==> config.mk <==
export PLATFORM = sky130hd
export DESIGN_NAME = rotate_decoder
export DESIGN_NICKNAME = d
export VERILOG_FILES = /design/src/rtl/rotate_decoder_pkg.sv /design/src/rtl/rotate_decoder_rotate1_right.sv /design/src/rtl/rotate_decoder.sv
export SDC_FILE = /design/constraint.sdc
export NUM_CORES = 1
export LEC_CHECK = 0
export BUFFER_PORTS_ARGS = -buffer_cell sky130_fd_sc_hd__buf_4
export CORE_MARGIN = 2
export CORE_UTILIZATION = 30
export DETAILED_ROUTE_END_ITERATION = 6
export GPL_TIMING_DRIVEN = 0
export HOLD_SLACK_MARGIN = 0.12
export PLACE_DENSITY_LB_ADDON = 0.3
export SLEW_MARGIN = 5
export SYNTH_ARGS = -nofsm -noshare
export SYNTH_HDL_FRONTEND = slang
export SYNTH_SLANG_ARGS = --single-unit
==> constraint.sdc <==
create_clock -name clk -period 1.95 [get_ports clk]
set_clock_uncertainty 0.2 [all_clocks]
set_input_delay 0.39 -clock clk [delete_from_list [all_inputs] [get_ports clk]]
set_output_delay 0.39 -clock clk [all_outputs]
set_load 0.01 [all_outputs]
==> src/rtl/rotate_decoder_pkg.sv <==
// Shared definitions for the rotate decoder: FSM state type and widths.
package rotate_decoder_pkg;

    localparam int DATA_W = 8;
    localparam int CNT_W  = 3;

    typedef enum logic [1:0] {
        IDLE   = 2'd0,
        SEARCH = 2'd1,
        DONE   = 2'd2
    } state_t;

endpackage

==> src/rtl/rotate_decoder_rotate1_right.sv <==
// Single-step circular right rotate of one data word.
module rotate1_right
    import rotate_decoder_pkg::*;
(
    input  logic [DATA_W-1:0] din,
    output logic [DATA_W-1:0] dout
);

    // LSB wraps around into the MSB position
    assign dout = {din[0], din[DATA_W-1:1]};

endmodule

==> src/rtl/rotate_decoder.sv <==
// Rotate decoder: finds the smallest right-rotate amount k that turns Orig
// into Rot by rotating a working copy one step per cycle.
// Optional build macro ROTATE_DECODER_SHORTEST_EN reports the shorter
// direction (left rotate for k in 5..7) instead of the raw right amount.
module rotate_decoder
    import rotate_decoder_pkg::*;
(
    input  logic              clk,
    input  logic              rst,
    input  logic              Start,
    input  logic [DATA_W-1:0] Orig,
    input  logic [DATA_W-1:0] Rot,
    output logic              Busy,
    output logic              Done,
    output logic              Found,
    output logic [CNT_W-1:0]  Num,
    output logic              LR
);

    state_t              state;
    logic [DATA_W-1:0]   work;
    logic [DATA_W-1:0]   target;
    logic [CNT_W-1:0]    cnt;
    logic [DATA_W-1:0]   work_rot;

    localparam logic [CNT_W-1:0] CNT_LAST = CNT_W'(DATA_W - 1);

    rotate1_right u_rot1 (
        .din  (work),
        .dout (work_rot)
    );

    // Map a matching right-rotate amount to the reported {LR, Num} pair.
    function automatic logic [CNT_W:0] encode(input logic [CNT_W-1:0] k);
`ifdef ROTATE_DECODER_SHORTEST_EN
        // Rotating right by k equals rotating left by 8-k; 0-k in 3 bits is 8-k
        if (k >= CNT_W'(5))
            encode = {1'b1, CNT_W'(0) - k};
        else
            encode = {1'b0, k};
`else
        encode = {1'b0, k};
`endif
    endfunction

    // Search FSM with all outputs registered; one compare/rotate per cycle
    always_ff @(posedge clk or posedge rst) begin
        if (rst) begin
            state  <= IDLE;
            work   <= '0;
            target <= '0;
            cnt    <= '0;
            Busy   <= 1'b0;
            Done   <= 1'b0;
            Found  <= 1'b0;
            Num    <= '0;
            LR     <= 1'b0;
        end else begin
            case (state)
                IDLE: begin
                    Done <= 1'b0;
                    if (Start) begin
                        work   <= Orig;
                        target <= Rot;
                        cnt    <= '0;
                        Busy   <= 1'b1;
                        state  <= SEARCH;
                    end
                end
                SEARCH: begin
                    if (work == target) begin
                        Found       <= 1'b1;
                        {LR, Num}   <= encode(cnt);
                        Done        <= 1'b1;
                        state       <= DONE;
                    end else if (cnt == CNT_LAST) begin
                        // All eight rotations tried without a match
                        Found <= 1'b0;
                        Num   <= '0;
                        LR    <= 1'b0;
                        Done  <= 1'b1;
                        state <= DONE;
                    end else begin
                        work <= work_rot;
                        cnt  <= cnt + CNT_W'(1);
                    end
                end
                DONE: begin
                    Done  <= 1'b0;
                    Busy  <= 1'b0;
                    state <= IDLE;
                end
                default: begin
                    Done  <= 1'b0;
                    Busy  <= 1'b0;
                    state <= IDLE;
                end
            endcase
        end
    end

endmodule

==> impl_summary.log <==
[metrics] number of buffers and inverters on the critical path: 1
[metrics] first-pass detailed-route iteration total: 5
[metrics] Min Clock Period, post-route: 1.955 ns
[metrics] area of the mapped netlist: 0.001443 mm2
[metrics] Worst Path Required: 1.93 ns
[metrics] Worst Setup Slack post-DPL: -0.1454 ns
[metrics] hold path cells: 2
[metrics] last weighted congestion value of the routability-driven placer: 0.7965
[metrics] vias in the first global route: 1207
[metrics] status: finished, violations left
[metrics] Detail Route Antenna Nets: 0
[metrics] largest cells by area after synthesis: sky130_fd_sc_hd__dfrtp_1, sky130_fd_sc_hd__mux2_2, sky130_fd_sc_hd__mux2i_1, sky130_fd_sc_hd__xor2_1, sky130_fd_sc_hd__a221o_1
[metrics] height of the chip: 73.35 um
[metrics] RSZ-0062 raised after global routing: true
[metrics] CP Launch Point: target[5]
[metrics] Synth Warn #: 0
[metrics] detail-routed via count per cell: 4.973
[metrics] Fmax: 0.5114 GHz
[metrics] actual transition at the worst max-transition pin: 1.025 ns
[metrics] crit path kind: flop to flop
[metrics] fraction of registers with async set/reset: 1.000
[metrics] violation count after the first detailed-routing iteration: 37
[metrics] post-synth cell types: 31
[metrics] number of synthesized register bits: 27
[metrics] Post-synth top flop: sky130_fd_sc_hd__dfrtp_1
[metrics] Hold WC Path Type: input port to flop
[metrics] overall overflow remaining after global route: 0
[metrics] root cell of the clock tree: sky130_fd_sc_hd__clkbuf_8
[metrics] initial cell density of the core: 0.3075
[metrics] area overhead of the layout relative to synthesis: 30.70%
[metrics] share of the synthesized area in the top cell type: 0.4683
[metrics] wire length of the first global-routing pass: 5.637 mm
[metrics] Max stage delay on crit path: 0.40 ns
[metrics] number of buffers inserted by port buffering: 24
[metrics] Via Count: 1104
[metrics] WHS: 0.1270 ns
[metrics] end of the worst hold path: target[3]
[metrics] Final Hold Viols: 0
[metrics] arrival time of data at the critical path endpoint: 1.94 ns
[metrics] setup violators final: 1
[metrics] hold-fix buffers at CTS: 0
[metrics] wire length per cell: 14.92 um
[metrics] maximum level of the CTS H-tree: 1
[metrics] violated checks: negative setup slack
[metrics] largest driver fanout on the critical path: 3
[metrics] most common cell after layout, fill and taps aside: sky130_fd_sc_hd__buf_4
[metrics] static leakage power: 0.9163 nW
[metrics] number of maximum-capacitance constraint violations: 0
[metrics] DIE AREA: 0.005379 mm2
[metrics] maximum buffer depth of the clock tree: 2
[metrics] commonest cells after routing, fill and taps aside: sky130_fd_sc_hd__buf_4, sky130_fd_sc_hd__dfrtp_1, sky130_fd_sc_hd__inv_1
[metrics] share of synthesized area occupied by flip-flops and latches: 0.4683
[metrics] Max IR drop VDD: 600.6 uV
[metrics] Hold Startpoint: Rot[3]
[metrics] total of fill cells in the finished design: 475
[metrics] total wire length: 3.312 mm
[metrics] Core Region: 0.004692 mm2
[metrics] Rel. slew slack: 0.3158
[metrics] flop2flop setup slack: -0.005 ns
[metrics] fraction of layout instances using a drive strength above 1: 0.4345
[metrics] Clock Sinks: 27
[metrics] initial antenna violation count: 0
[metrics] row count: 25
[metrics] total instance count after detailed placement: 206
[metrics] largest net degree at the start of global routing: 28
[metrics] FF+latch area: 676.9 um2
[metrics] Clock Pin Slew Worst Setup and Hold Paths: 0.10 ns
[metrics] number of cells on the worst reg-to-reg path: 5
[metrics] final cycle utilization of the critical path: 1.003
[metrics] Synthesized Nets: 149
[metrics] largest area contributor in the netlist: sky130_fd_sc_hd__dfrtp_1
[metrics] HPWL after detailed placement: 2.371 mm
[metrics] synthesized netlist cell count: 128
[metrics] final setup slack of the worst path: -0.005421 ns
[metrics] Max Slew Vio Count: 0
[metrics] Worst R2R Start: target[5]
[metrics] Worst R2R End: work[7]
[metrics] post-route non-filler standard cell count: 222
[metrics] I/O pins: 26
[metrics] TritonCTS clock tree: yes
[metrics] cts bufs inserted: 3
[metrics] Die Width: 73.35 um
[metrics] category of the worst setup path launch point: flop
[metrics] number of antenna diodes: 0
[metrics] P per Cell Area: 1621 mW/mm2
[metrics] combined area of the multi-input logic cells: 704.4 um2
[metrics] Total Neg Setup Slack: -0.005421 ns
[metrics] Final nets: 190
[metrics] number of enable flip-flop cells after synthesis: 0
[metrics] remaining design rule violation count: 0
[metrics] standard cell with the maximum stage delay on the critical path: sky130_fd_sc_hd__dfrtp_1
[metrics] clock network latency to the later pin of the worst-skew pair: 0.29 ns
[metrics] end-of-flow core utilization: 0.4019
[metrics] endpoint class of the critical path: flop
[metrics] sequence of cells on the critical path: xor2_1 > nor4_4 > a211oi_2 > buf_4 > a221o_2
[metrics] Avg Cell Area, Syn: 11.27 um2
[metrics] All-Layer GR Usage: 0.1374
[metrics] family with the most delay on the worst path: compound AO/OA/AOI/OAI gates
cells by family (layout without fill, tap and decap cells):
logic type | after synthesis | after routing | synth area share
AND/OR/NAND/NOR | 32 | 32 | 0.1240
flip-flops | 27 | 27 | 0.4683
AO/OA/AOI/OAI | 21 | 21 | 0.1414
buffers and inverters | 20 | 60 | 0.07199
multiplexers | 17 | 17 | 0.1258
XOR/XNOR | 8 | 8 | 0.04857
adder cells (fa/ha/maj) | 2 | 2 | 0.01734
other | 1 | 1 | 0.002599
flip-flops by register name, summed over array words and instances (netlist names):
signal / flops
cnt: 3
state: 2
target: 8
Found: 1
Busy: 1
Done: 1
Num: 3
work: 8
report_power, final:
group          total [mW]  internal (mW)  switching [mW]
Clock               0.330          0.144           0.186
Sequential           1.02          0.815           0.207
Combinational        1.70          0.903           0.802
Total                3.06           1.86            1.20
cell usage after synthesis, types with 2 or more instances:
library cell,count
sky130_fd_sc_hd__dfrtp_1,27
sky130_fd_sc_hd__inv_1,13
sky130_fd_sc_hd__nand2_1,12
sky130_fd_sc_hd__mux2_2,9
sky130_fd_sc_hd__nor2_1,9
sky130_fd_sc_hd__mux2i_1,8
sky130_fd_sc_hd__xor2_1,8
sky130_fd_sc_hd__a221o_1,5
sky130_fd_sc_hd__nand2b_1,4
sky130_fd_sc_hd__a221o_2,3
sky130_fd_sc_hd__buf_6,3
sky130_fd_sc_hd__nand4_1,3
sky130_fd_sc_hd__a22o_2,2
sky130_fd_sc_hd__buf_2,2
sky130_fd_sc_hd__ha_1,2
sky130_fd_sc_hd__nor4_4,2
sky130_fd_sc_hd__o311ai_1,2
worst max-delay path by stage:
| stage | to | cells past startpoint |
|---|---|---|
| 2_1_floorplan | work[7] | 6 |
| 5_1_grt | work[4] | 5 |
| 4_1_cts | work[7] | 5 |
| 3_5_place_dp | work[7] | 6 |
| 6_report | work[7] | 5 |
| 3_3_place_gp | work[6] | 5 |
what timing repair did:
action                                  in CTS  in global routing
endpoints found under the setup margin      25                 12
gates cloned                                 1                  0
pin swaps                                    6                  1
setup buffers                               10                  1
resized for setup                            4                  5
final cells by class:
cell class | count | area share
buffer | 7 | 0.03119
clock buffer | 3 | 0.02190
clock inverter | 1 | 0.002654
inverter | 13 | 0.02588
multi-input combinational | 81 | 0.3736
sequential | 27 | 0.3590
tap | 54 | 0.03583
timing repair buffer | 36 | 0.1500
per-layer routing:
layer / wire length, um / share of wire / vias to the layer above / global-route usage
met3: 83 / 0.025 / 10 / 0.02469
met4: 95 / 0.029 / 0 / 0.07071
met1: 1482 / 0.45 / 554 / 0.1598
met5: 0 / 0 / - / 0
li1: - / - / 521 / -
met2: 1649 / 0.50 / 19 / 0.2402
stage by stage:
step / power [mW] / area [um2]
after floorplan: 2.107 / 1453
after CTS: 3.038 / 1857
final: 3.057 / 1886
after global placement: 2.406 / 1700
after detailed placement: 2.478 / 1700
after global routing: 3.277 / 1886
worst register-to-register path, delay by kind of cell (launching register included):
| kind | cells | cell delay, ns |
|---|---|---|
| DFF | 1 | 0.40 |
| and+or+nand+nor | 1 | 0.38 |
| xor gates and xnor gates | 1 | 0.19 |
| buffers and inverters | 1 | 0.16 |
| AOI/OAI and AO/OA | 2 | 0.54 |
Power figures use the tool's default switching activity.
